[src/rtl/mem_arb_pkg.sv]
// Shared state encoding, port-select constants and default limits for the
// instruction/data memory port arbiter.
package mem_arb_pkg;

  typedef enum logic [1:0] {
    IDLE    = 2'd0,
    GRANT_I = 2'd1,
    GRANT_D = 2'd2
  } arbState_t;

  // A grant select of 0 means the data port, matching the reset value of last-grant.
  localparam logic SEL_D = 1'b0;
  localparam logic SEL_I = 1'b1;

  localparam int DEF_TIMEOUT  = 64;
  localparam int DEF_MAX_WAIT = 4;

endpackage

[src/rtl/mem_port_arbiter_if.sv]
// Bundles the fetch port, data port, memory bus and status signals of the arbiter.
// The arbiter uses the slave modport; the core/memory environment uses master.
interface mem_port_arbiter_if #(
  parameter int AW = 32,
  parameter int DW = 32
) ();

  logic          i_req;
  logic [AW-1:0] i_addr;
  logic [DW-1:0] i_rdata;
  logic          i_ready;

  logic          d_req;
  logic          d_we;
  logic [AW-1:0] d_addr;
  logic [DW-1:0] d_wdata;
  logic [DW-1:0] d_rdata;
  logic          d_ready;

  logic          mem_req;
  logic          mem_we;
  logic [AW-1:0] mem_addr;
  logic [DW-1:0] mem_wd;
  logic [DW-1:0] mem_rd;
  logic          mem_ack;

  logic          err;
  logic          stall_f;
  logic          stall_m;

  modport slave (
    input  i_req, i_addr, d_req, d_we, d_addr, d_wdata, mem_rd, mem_ack,
    output i_rdata, i_ready, d_rdata, d_ready, mem_req, mem_we, mem_addr, mem_wd,
           err, stall_f, stall_m
  );

  modport master (
    output i_req, i_addr, d_req, d_we, d_addr, d_wdata, mem_rd, mem_ack,
    input  i_rdata, i_ready, d_rdata, d_ready, mem_req, mem_we, mem_addr, mem_wd,
           err, stall_f, stall_m
  );

endinterface

[src/rtl/mem_arb_pick.sv]
// Winner selection for the arbiter: data priority with a lost-arbitration counter,
// or alternating grants when ARB_ROUND_ROBIN_EN is defined.
module mem_arb_pick
  import mem_arb_pkg::*;
#(
  parameter int MAX_WAIT = DEF_MAX_WAIT
) (
  input  logic clk,
  input  logic reset,
  input  logic arbEn,
  input  logic iReq,
  input  logic dReq,
  output logic grantValid,
  output logic grantSel
);

  logic bothReq;
  assign bothReq = iReq & dReq;

`ifdef ARB_ROUND_ROBIN_EN

  logic lastGrantR;

  // Winner: on contention the port not granted last time, otherwise the lone requester.
  always_comb begin
    grantValid = 1'b0;
    grantSel   = SEL_D;
    if (arbEn && bothReq) begin
      grantValid = 1'b1;
      grantSel   = (lastGrantR == SEL_D) ? SEL_I : SEL_D;
    end else if (arbEn && iReq) begin
      grantValid = 1'b1;
      grantSel   = SEL_I;
    end else if (arbEn && dReq) begin
      grantValid = 1'b1;
      grantSel   = SEL_D;
    end else begin
      grantValid = 1'b0;
      grantSel   = SEL_D;
    end
  end

  // Remembers the most recently granted port.
  always_ff @(posedge clk or posedge reset) begin
    if (reset) begin
      lastGrantR <= SEL_D;
    end else if (grantValid) begin
      lastGrantR <= grantSel;
    end else begin
      lastGrantR <= lastGrantR;
    end
  end

`else

  localparam int WW = $clog2(MAX_WAIT + 1);

  logic [WW-1:0] waitCntR;
  logic          starved;

  assign starved = (waitCntR >= WW'(MAX_WAIT));

  // Winner: data wins contention until fetch has lost MAX_WAIT times in a row.
  always_comb begin
    grantValid = 1'b0;
    grantSel   = SEL_D;
    if (arbEn && bothReq) begin
      grantValid = 1'b1;
      grantSel   = starved ? SEL_I : SEL_D;
    end else if (arbEn && iReq) begin
      grantValid = 1'b1;
      grantSel   = SEL_I;
    end else if (arbEn && dReq) begin
      grantValid = 1'b1;
      grantSel   = SEL_D;
    end else begin
      grantValid = 1'b0;
      grantSel   = SEL_D;
    end
  end

  // Counts fetch's consecutive losses; any fetch grant resets the count.
  always_ff @(posedge clk or posedge reset) begin
    if (reset) begin
      waitCntR <= {WW{1'b0}};
    end else if (grantValid && (grantSel == SEL_I)) begin
      waitCntR <= {WW{1'b0}};
    end else if (grantValid && bothReq && !starved) begin
      waitCntR <= waitCntR + WW'(1);
    end else begin
      waitCntR <= waitCntR;
    end
  end

`endif

endmodule

[src/rtl/mem_port_arbiter.sv]
// Shares one single-ported memory between the fetch (I) and data (D) ports, one
// transaction at a time, with a watchdog. Build option: ARB_ROUND_ROBIN_EN.
module mem_port_arbiter
  import mem_arb_pkg::*;
#(
  parameter int AW       = 32,
  parameter int DW       = 32,
  parameter int MAX_WAIT = DEF_MAX_WAIT,
  parameter int TIMEOUT  = DEF_TIMEOUT
) (
  input logic               clk,
  input logic               reset,
  mem_port_arbiter_if.slave bus
);

  localparam int TW = $clog2(TIMEOUT) + 1;

  arbState_t     stateR;
  arbState_t     stateNext;
  logic [AW-1:0] addrR;
  logic          weR;
  logic [DW-1:0] wdataR;
  logic [TW-1:0] toCntR;
  logic          errR;

  logic arbEn;
  logic grantValid;
  logic grantSel;
  logic inGrant;
  logic timeoutHit;
  logic xferDone;
  logic iReadyS;
  logic dReadyS;

  assign arbEn      = (stateR == IDLE);
  assign inGrant    = (stateR == GRANT_I) || (stateR == GRANT_D);
  // An ack arriving in the final watchdog cycle still completes normally.
  assign timeoutHit = inGrant && !bus.mem_ack && (toCntR == TW'(TIMEOUT - 1));
  assign xferDone   = inGrant && (bus.mem_ack || timeoutHit);

  mem_arb_pick #(
    .MAX_WAIT(MAX_WAIT)
  ) uPick (
    .clk       (clk),
    .reset     (reset),
    .arbEn     (arbEn),
    .iReq      (bus.i_req),
    .dReq      (bus.d_req),
    .grantValid(grantValid),
    .grantSel  (grantSel)
  );

  // Next-state logic for the IDLE / GRANT_I / GRANT_D sequencer.
  always_comb begin
    stateNext = stateR;
    case (stateR)
      IDLE: begin
        if (grantValid) begin
          stateNext = (grantSel == SEL_I) ? GRANT_I : GRANT_D;
        end else begin
          stateNext = IDLE;
        end
      end
      GRANT_I, GRANT_D: begin
        if (xferDone) begin
          stateNext = IDLE;
        end else begin
          stateNext = stateR;
        end
      end
      default: stateNext = IDLE;
    endcase
  end

  // State register, watchdog counter and sticky error flag.
  always_ff @(posedge clk or posedge reset) begin
    if (reset) begin
      stateR <= IDLE;
      toCntR <= {TW{1'b0}};
      errR   <= 1'b0;
    end else begin
      stateR <= stateNext;
      toCntR <= (inGrant && !xferDone) ? (toCntR + TW'(1)) : {TW{1'b0}};
      errR   <= errR | timeoutHit;
    end
  end

  // Captures the winner's request fields on entry to a grant state.
  always_ff @(posedge clk or posedge reset) begin
    if (reset) begin
      addrR  <= {AW{1'b0}};
      weR    <= 1'b0;
      wdataR <= {DW{1'b0}};
    end else if (arbEn && grantValid && (grantSel == SEL_I)) begin
      addrR  <= bus.i_addr;
      weR    <= 1'b0;
      wdataR <= {DW{1'b0}};
    end else if (arbEn && grantValid) begin
      addrR  <= bus.d_addr;
      weR    <= bus.d_we;
      wdataR <= bus.d_wdata;
    end else begin
      addrR  <= addrR;
      weR    <= weR;
      wdataR <= wdataR;
    end
  end

  assign iReadyS = (stateR == GRANT_I) && xferDone;
  assign dReadyS = (stateR == GRANT_D) && xferDone;

  assign bus.mem_req  = inGrant;
  assign bus.mem_we   = weR && inGrant;
  assign bus.mem_addr = addrR;
  assign bus.mem_wd   = wdataR;

  assign bus.i_ready  = iReadyS;
  assign bus.d_ready  = dReadyS;
  assign bus.i_rdata  = (iReadyS && bus.mem_ack) ? bus.mem_rd : {DW{1'b0}};
  assign bus.d_rdata  = (dReadyS && bus.mem_ack) ? bus.mem_rd : {DW{1'b0}};

  assign bus.err      = errR;
  assign bus.stall_f  = bus.i_req && !iReadyS;
  assign bus.stall_m  = bus.d_req && !dReadyS;

endmodule

[src/flat_wrapper.sv]
// flat-port wrapper written by rule: the top's interface ports become plain ports
module mem_port_arbiter_flat import mem_arb_pkg::*;
#(
  parameter int AW       = 32,
  parameter int DW       = 32,
  parameter int MAX_WAIT = DEF_MAX_WAIT,
  parameter int TIMEOUT  = DEF_TIMEOUT
)
  (clk, reset, bus_i_req, bus_i_addr, bus_d_req, bus_d_we, bus_d_addr, bus_d_wdata, bus_mem_rd, bus_mem_ack, bus_i_rdata, bus_i_ready, bus_d_rdata, bus_d_ready, bus_mem_req, bus_mem_we, bus_mem_addr, bus_mem_wd, bus_err, bus_stall_f, bus_stall_m);
  mem_port_arbiter_if #(.AW(AW), .DW(DW)) bus_i ();
  input logic clk;
  input logic reset;
  input wire logic [$bits(bus_i.i_req)-1:0] bus_i_req;
  input wire logic [$bits(bus_i.i_addr)-1:0] bus_i_addr;
  input wire logic [$bits(bus_i.d_req)-1:0] bus_d_req;
  input wire logic [$bits(bus_i.d_we)-1:0] bus_d_we;
  input wire logic [$bits(bus_i.d_addr)-1:0] bus_d_addr;
  input wire logic [$bits(bus_i.d_wdata)-1:0] bus_d_wdata;
  input wire logic [$bits(bus_i.mem_rd)-1:0] bus_mem_rd;
  input wire logic [$bits(bus_i.mem_ack)-1:0] bus_mem_ack;
  output wire logic [$bits(bus_i.i_rdata)-1:0] bus_i_rdata;
  output wire logic [$bits(bus_i.i_ready)-1:0] bus_i_ready;
  output wire logic [$bits(bus_i.d_rdata)-1:0] bus_d_rdata;
  output wire logic [$bits(bus_i.d_ready)-1:0] bus_d_ready;
  output wire logic [$bits(bus_i.mem_req)-1:0] bus_mem_req;
  output wire logic [$bits(bus_i.mem_we)-1:0] bus_mem_we;
  output wire logic [$bits(bus_i.mem_addr)-1:0] bus_mem_addr;
  output wire logic [$bits(bus_i.mem_wd)-1:0] bus_mem_wd;
  output wire logic [$bits(bus_i.err)-1:0] bus_err;
  output wire logic [$bits(bus_i.stall_f)-1:0] bus_stall_f;
  output wire logic [$bits(bus_i.stall_m)-1:0] bus_stall_m;
  assign bus_i.i_req = bus_i_req;
  assign bus_i.i_addr = bus_i_addr;
  assign bus_i.d_req = bus_d_req;
  assign bus_i.d_we = bus_d_we;
  assign bus_i.d_addr = bus_d_addr;
  assign bus_i.d_wdata = bus_d_wdata;
  assign bus_i.mem_rd = bus_mem_rd;
  assign bus_i.mem_ack = bus_mem_ack;
  assign bus_i_rdata = bus_i.i_rdata;
  assign bus_i_ready = bus_i.i_ready;
  assign bus_d_rdata = bus_i.d_rdata;
  assign bus_d_ready = bus_i.d_ready;
  assign bus_mem_req = bus_i.mem_req;
  assign bus_mem_we = bus_i.mem_we;
  assign bus_mem_addr = bus_i.mem_addr;
  assign bus_mem_wd = bus_i.mem_wd;
  assign bus_err = bus_i.err;
  assign bus_stall_f = bus_i.stall_f;
  assign bus_stall_m = bus_i.stall_m;
  mem_port_arbiter #(.AW(AW), .DW(DW), .MAX_WAIT(MAX_WAIT), .TIMEOUT(TIMEOUT)) u_core (.clk(clk), .reset(reset), .bus(bus_i));
endmodule
[config.mk]
export PLATFORM = sky130hd
export DESIGN_NAME = mem_port_arbiter_flat
export DESIGN_NICKNAME = d
export VERILOG_FILES = /design/src/rtl/mem_arb_pkg.sv /design/src/rtl/mem_port_arbiter_if.sv /design/src/rtl/mem_arb_pick.sv /design/src/rtl/mem_port_arbiter.sv /design/src/flat_wrapper.sv
export SDC_FILE = /design/constraint.sdc
export NUM_CORES = 1
export LEC_CHECK = 0
export CORE_AREA = 4 4 103 105
export DETAILED_ROUTE_END_ITERATION = 7
export DIE_AREA = 0 0 107 109
export DONT_BUFFER_PORTS = 1
export GPL_TIMING_DRIVEN = 0
export SETUP_SLACK_MARGIN = 0.05
export SYNTH_ARGS = -nofsm -noshare
export SYNTH_HDL_FRONTEND = slang
export SYNTH_HIERARCHICAL = 1
export SYNTH_SLANG_ARGS = --single-unit
export TNS_END_PERCENT = 5
[constraint.sdc]
create_clock -name clk -period 2.4 [get_ports clk]
set_input_delay 0.48 -clock clk [delete_from_list [all_inputs] [get_ports clk]]
set_output_delay 0.48 -clock clk [all_outputs]
set_load 0.05 [all_outputs]
==> metrics.cfg <==
[cells_and_area]
final_core_util_pct=48.2
regArea_sq_um=1950
multi_input_area_sq_um=2050
area_growth_pct=16.4
drive_above_1_share_pct=27.3
nets=582
fin_area_sq_um=4650
final.fill_count=928

[route]
wire_per_inst_um=22.3
vias=3148
totalWireLength_mm=12.9
drtIter0Drc=142
dr.pass1.iters=4
drc=0
postRouteAntennaNets=0
viasPerCell=5.42

[sta]
fin_skew_ns=0.0140
fmax_mhz=412
layout_setup_ws_ns=-0.0301
rsz0062_at_grt=yes
hold_viol=0
worst_slew_pin_slew_ns=0.687
slew-limit-headroom_pct=54.1
fin_setup_tns_ns=-0.0301
final_max_slew_viol_count=0
period_share_pct=101
setup_viol=1
period_needed_ns=2.43

[logic_synthesis]
yosysMostFrequentCell=dfrtp_1
syn_inst=422
ys_warn_count=6
netlist_area_sq_um=3990
synth_cell_types=34
yosysSeqAreaShare_pct=48.9
synth-edff-count=0
synth_top_area_cell=dfrtp_1
yosys_most_used_dff=dfrtp_1
synthTopCellsByCount=dfrtp_1, nand2_1, o21ai_0, and3_1, nand2b_1
yosys-top-cells-area=dfrtp_1, mux2i_1, nand2_1
synth.top_cell.area_share_pct=48.9
synth_area_per_cell_sq_um=9.46
synth_nets=561
postSynth.asyncResetShare_pct=100
synth-seq-cells=78

[global_routing]
grt_pass1_vias=3251
grt_pass1_wl_mm=18.4
groute.usage.overall_pct=21.0
grt_max_degree=50
grt_overflow=0
antenna_found_initial=1

[worst_setup_path]
reg2reg_depth=8
arrival_ns=1.95
cp.required_ns=1.92
end_kind=primary output
startpoint_type=flip-flop
worstPathMaxFanout=10
crit_type=reg2out

[flow_run]
max_cap_violations=0

[power]
vdd_drop_max_v=0.000626
p_seq_share_pct=57.3
p_leak_uw=0.00214
power_switching_share_pct=58.7
powerDensity_nw_per_um2=1540
p_comb_share_pct=30.7
netSwitchingPower_uw=4200
p_int_uw=2960
power_frac_clock_pct=12.1

[run_status]
failed_checks=setup timing
status=finished, violations left

[floorplan]
die_w_um=107
start_util_pct=41.4
die_y_um=109
core_area_sq_um=9640
dieArea_sq_um=11700
rows=36
pin_count=269

[clock_tree]
cts.sinks=78
htreeDepth=3
cts_root_buf=clkbuf_8
numCtsBuffers=9
ctsLongestPathBuffers=2
cts.clk_slew.worst_paths_ns=0.09
cts_tree=yes
insertion_delay_ns=0.35

[placed_design]
hpwl_mm=9.96
port-buffer-count=0
post_dp_cell_area_sq_um=4190
routabilityCongestion=0.756
post-place-ws_ns=-0.227

[min_path]
hold_class=in2reg
min_path_cells=2

## path summary, 6_finish.rpt
path | startpoint | to | slack (ns)
max | u_core/stateR[1]$_DFFE_PP0N_ | bus_stall_m | -0.03
min | bus_d_wdata[19] | u_core/bus.mem_wd[19]$_DFFE_PP0P_ | 0.27
max reg2reg | u_core/stateR[0]$_DFFE_PP0N_ | u_core/bus.mem_addr[28]$_DFFE_PP0P_ | 0.29
min reg2reg | u_core/toCntR[0]$_DFF_PP0_ | u_core/toCntR[0]$_DFF_PP0_ | 0.49
max in group asynchronous | reset | u_core/bus.mem_addr[29]$_DFFE_PP0P_ | 1.22
min in group asynchronous | reset | u_core/uPick/waitCntR[0]$_DFFE_PP0P_ | 0.53
## cell families after synthesis
logic type	synth area share, %
flops	48.9
simple gates	24.7
fa+ha+maj	1.57
compound gates	10.6
buf+inv	4.67
xor+xnor	0.658
mux	8.93
## power groups by stage
stage / Combinational, uW / Sequential [uW] / Clock, uW
final: 2190 / 4100 / 862
after global routing: 2430 / 4170 / 948
after CTS: 2180 / 4130 / 900
after detailed placement: 2070 / 4140 / 0
after global placement: 1990 / 4140 / 0
after floorplan: 1650 / 3960 / 0
## worst max-delay path, cell delays in order, from the launching register on
cell	delay [ns]
dfrtp_1	0.41
buf_4	0.14
ha_2	0.23
clkbuf_2	0.21
a31oi_2	0.62
## cell type report
type | instances | area share (%)
Multi-Input combinational cell | 305 | 44.2
Sequential cell | 78 | 42.0
Buffer | 30 | 3.85
Tap cell | 133 | 3.58
Clock buffer | 9 | 2.67
Timing Repair Buffer | 10 | 2.02
Clock inverter | 6 | 0.862
Inverter | 9 | 0.781
Antenna cell | 1 | 0.0539
## timing repair
action	in CTS	in global routing
hold buffers	1	0
gates cloned	2	1
pin swaps	31	7
setup endpoints to repair	66	52
setup buffers	3	2
resized for setup	114	11
endpoints found under the hold margin	29	0
## per-layer routing
metal,GRT usage [%],part of all wire [%],vias up
met5,0,0,-
met1,20.5,35,1498
met4,9.59,3.1,0
li1,-,-,1455
met2,40.1,53,175
met3,6.87,8.9,20
## state kept, by name (all words and copies together), names as in the netlist
signal / flops
u_core/weR: 1
u_core/uPick/waitCntR: 3
u_core/bus.err: 1
u_core/bus.mem_wd: 32
u_core/toCntR: 7
u_core/bus.mem_addr: 32
u_core/stateR: 2
## layout by cell type (no fill, tap or decap), drive strengths merged, types with 4 or more instances in the layout
master	Yosys	routed
nand2	69	69
o21ai	67	67
buf	13	21
and2	33	33
and3	35	35
nand3	4	4
dfrtp	78	78
clkbuf	17	27
inv	9	9
nand2b	34	34
mux2i	33	33
clkinv	0	5
nor2	6	6
ha	5	5
## stage by stage
| stage | hold slack [ns] | power, uW | cells |
|---|---|---|---|
| final | 0.268 | 7150 | 581 |
| after global placement | 0.242 | 6130 | 555 |
| after floorplan | 0.234 | 5610 | 422 |
| after global routing | 0.259 | 7550 | 581 |
| after CTS | 0.253 | 7210 | 577 |
| after detailed placement | 0.247 | 6210 | 556 |
(Power assumes the default switching activity.)
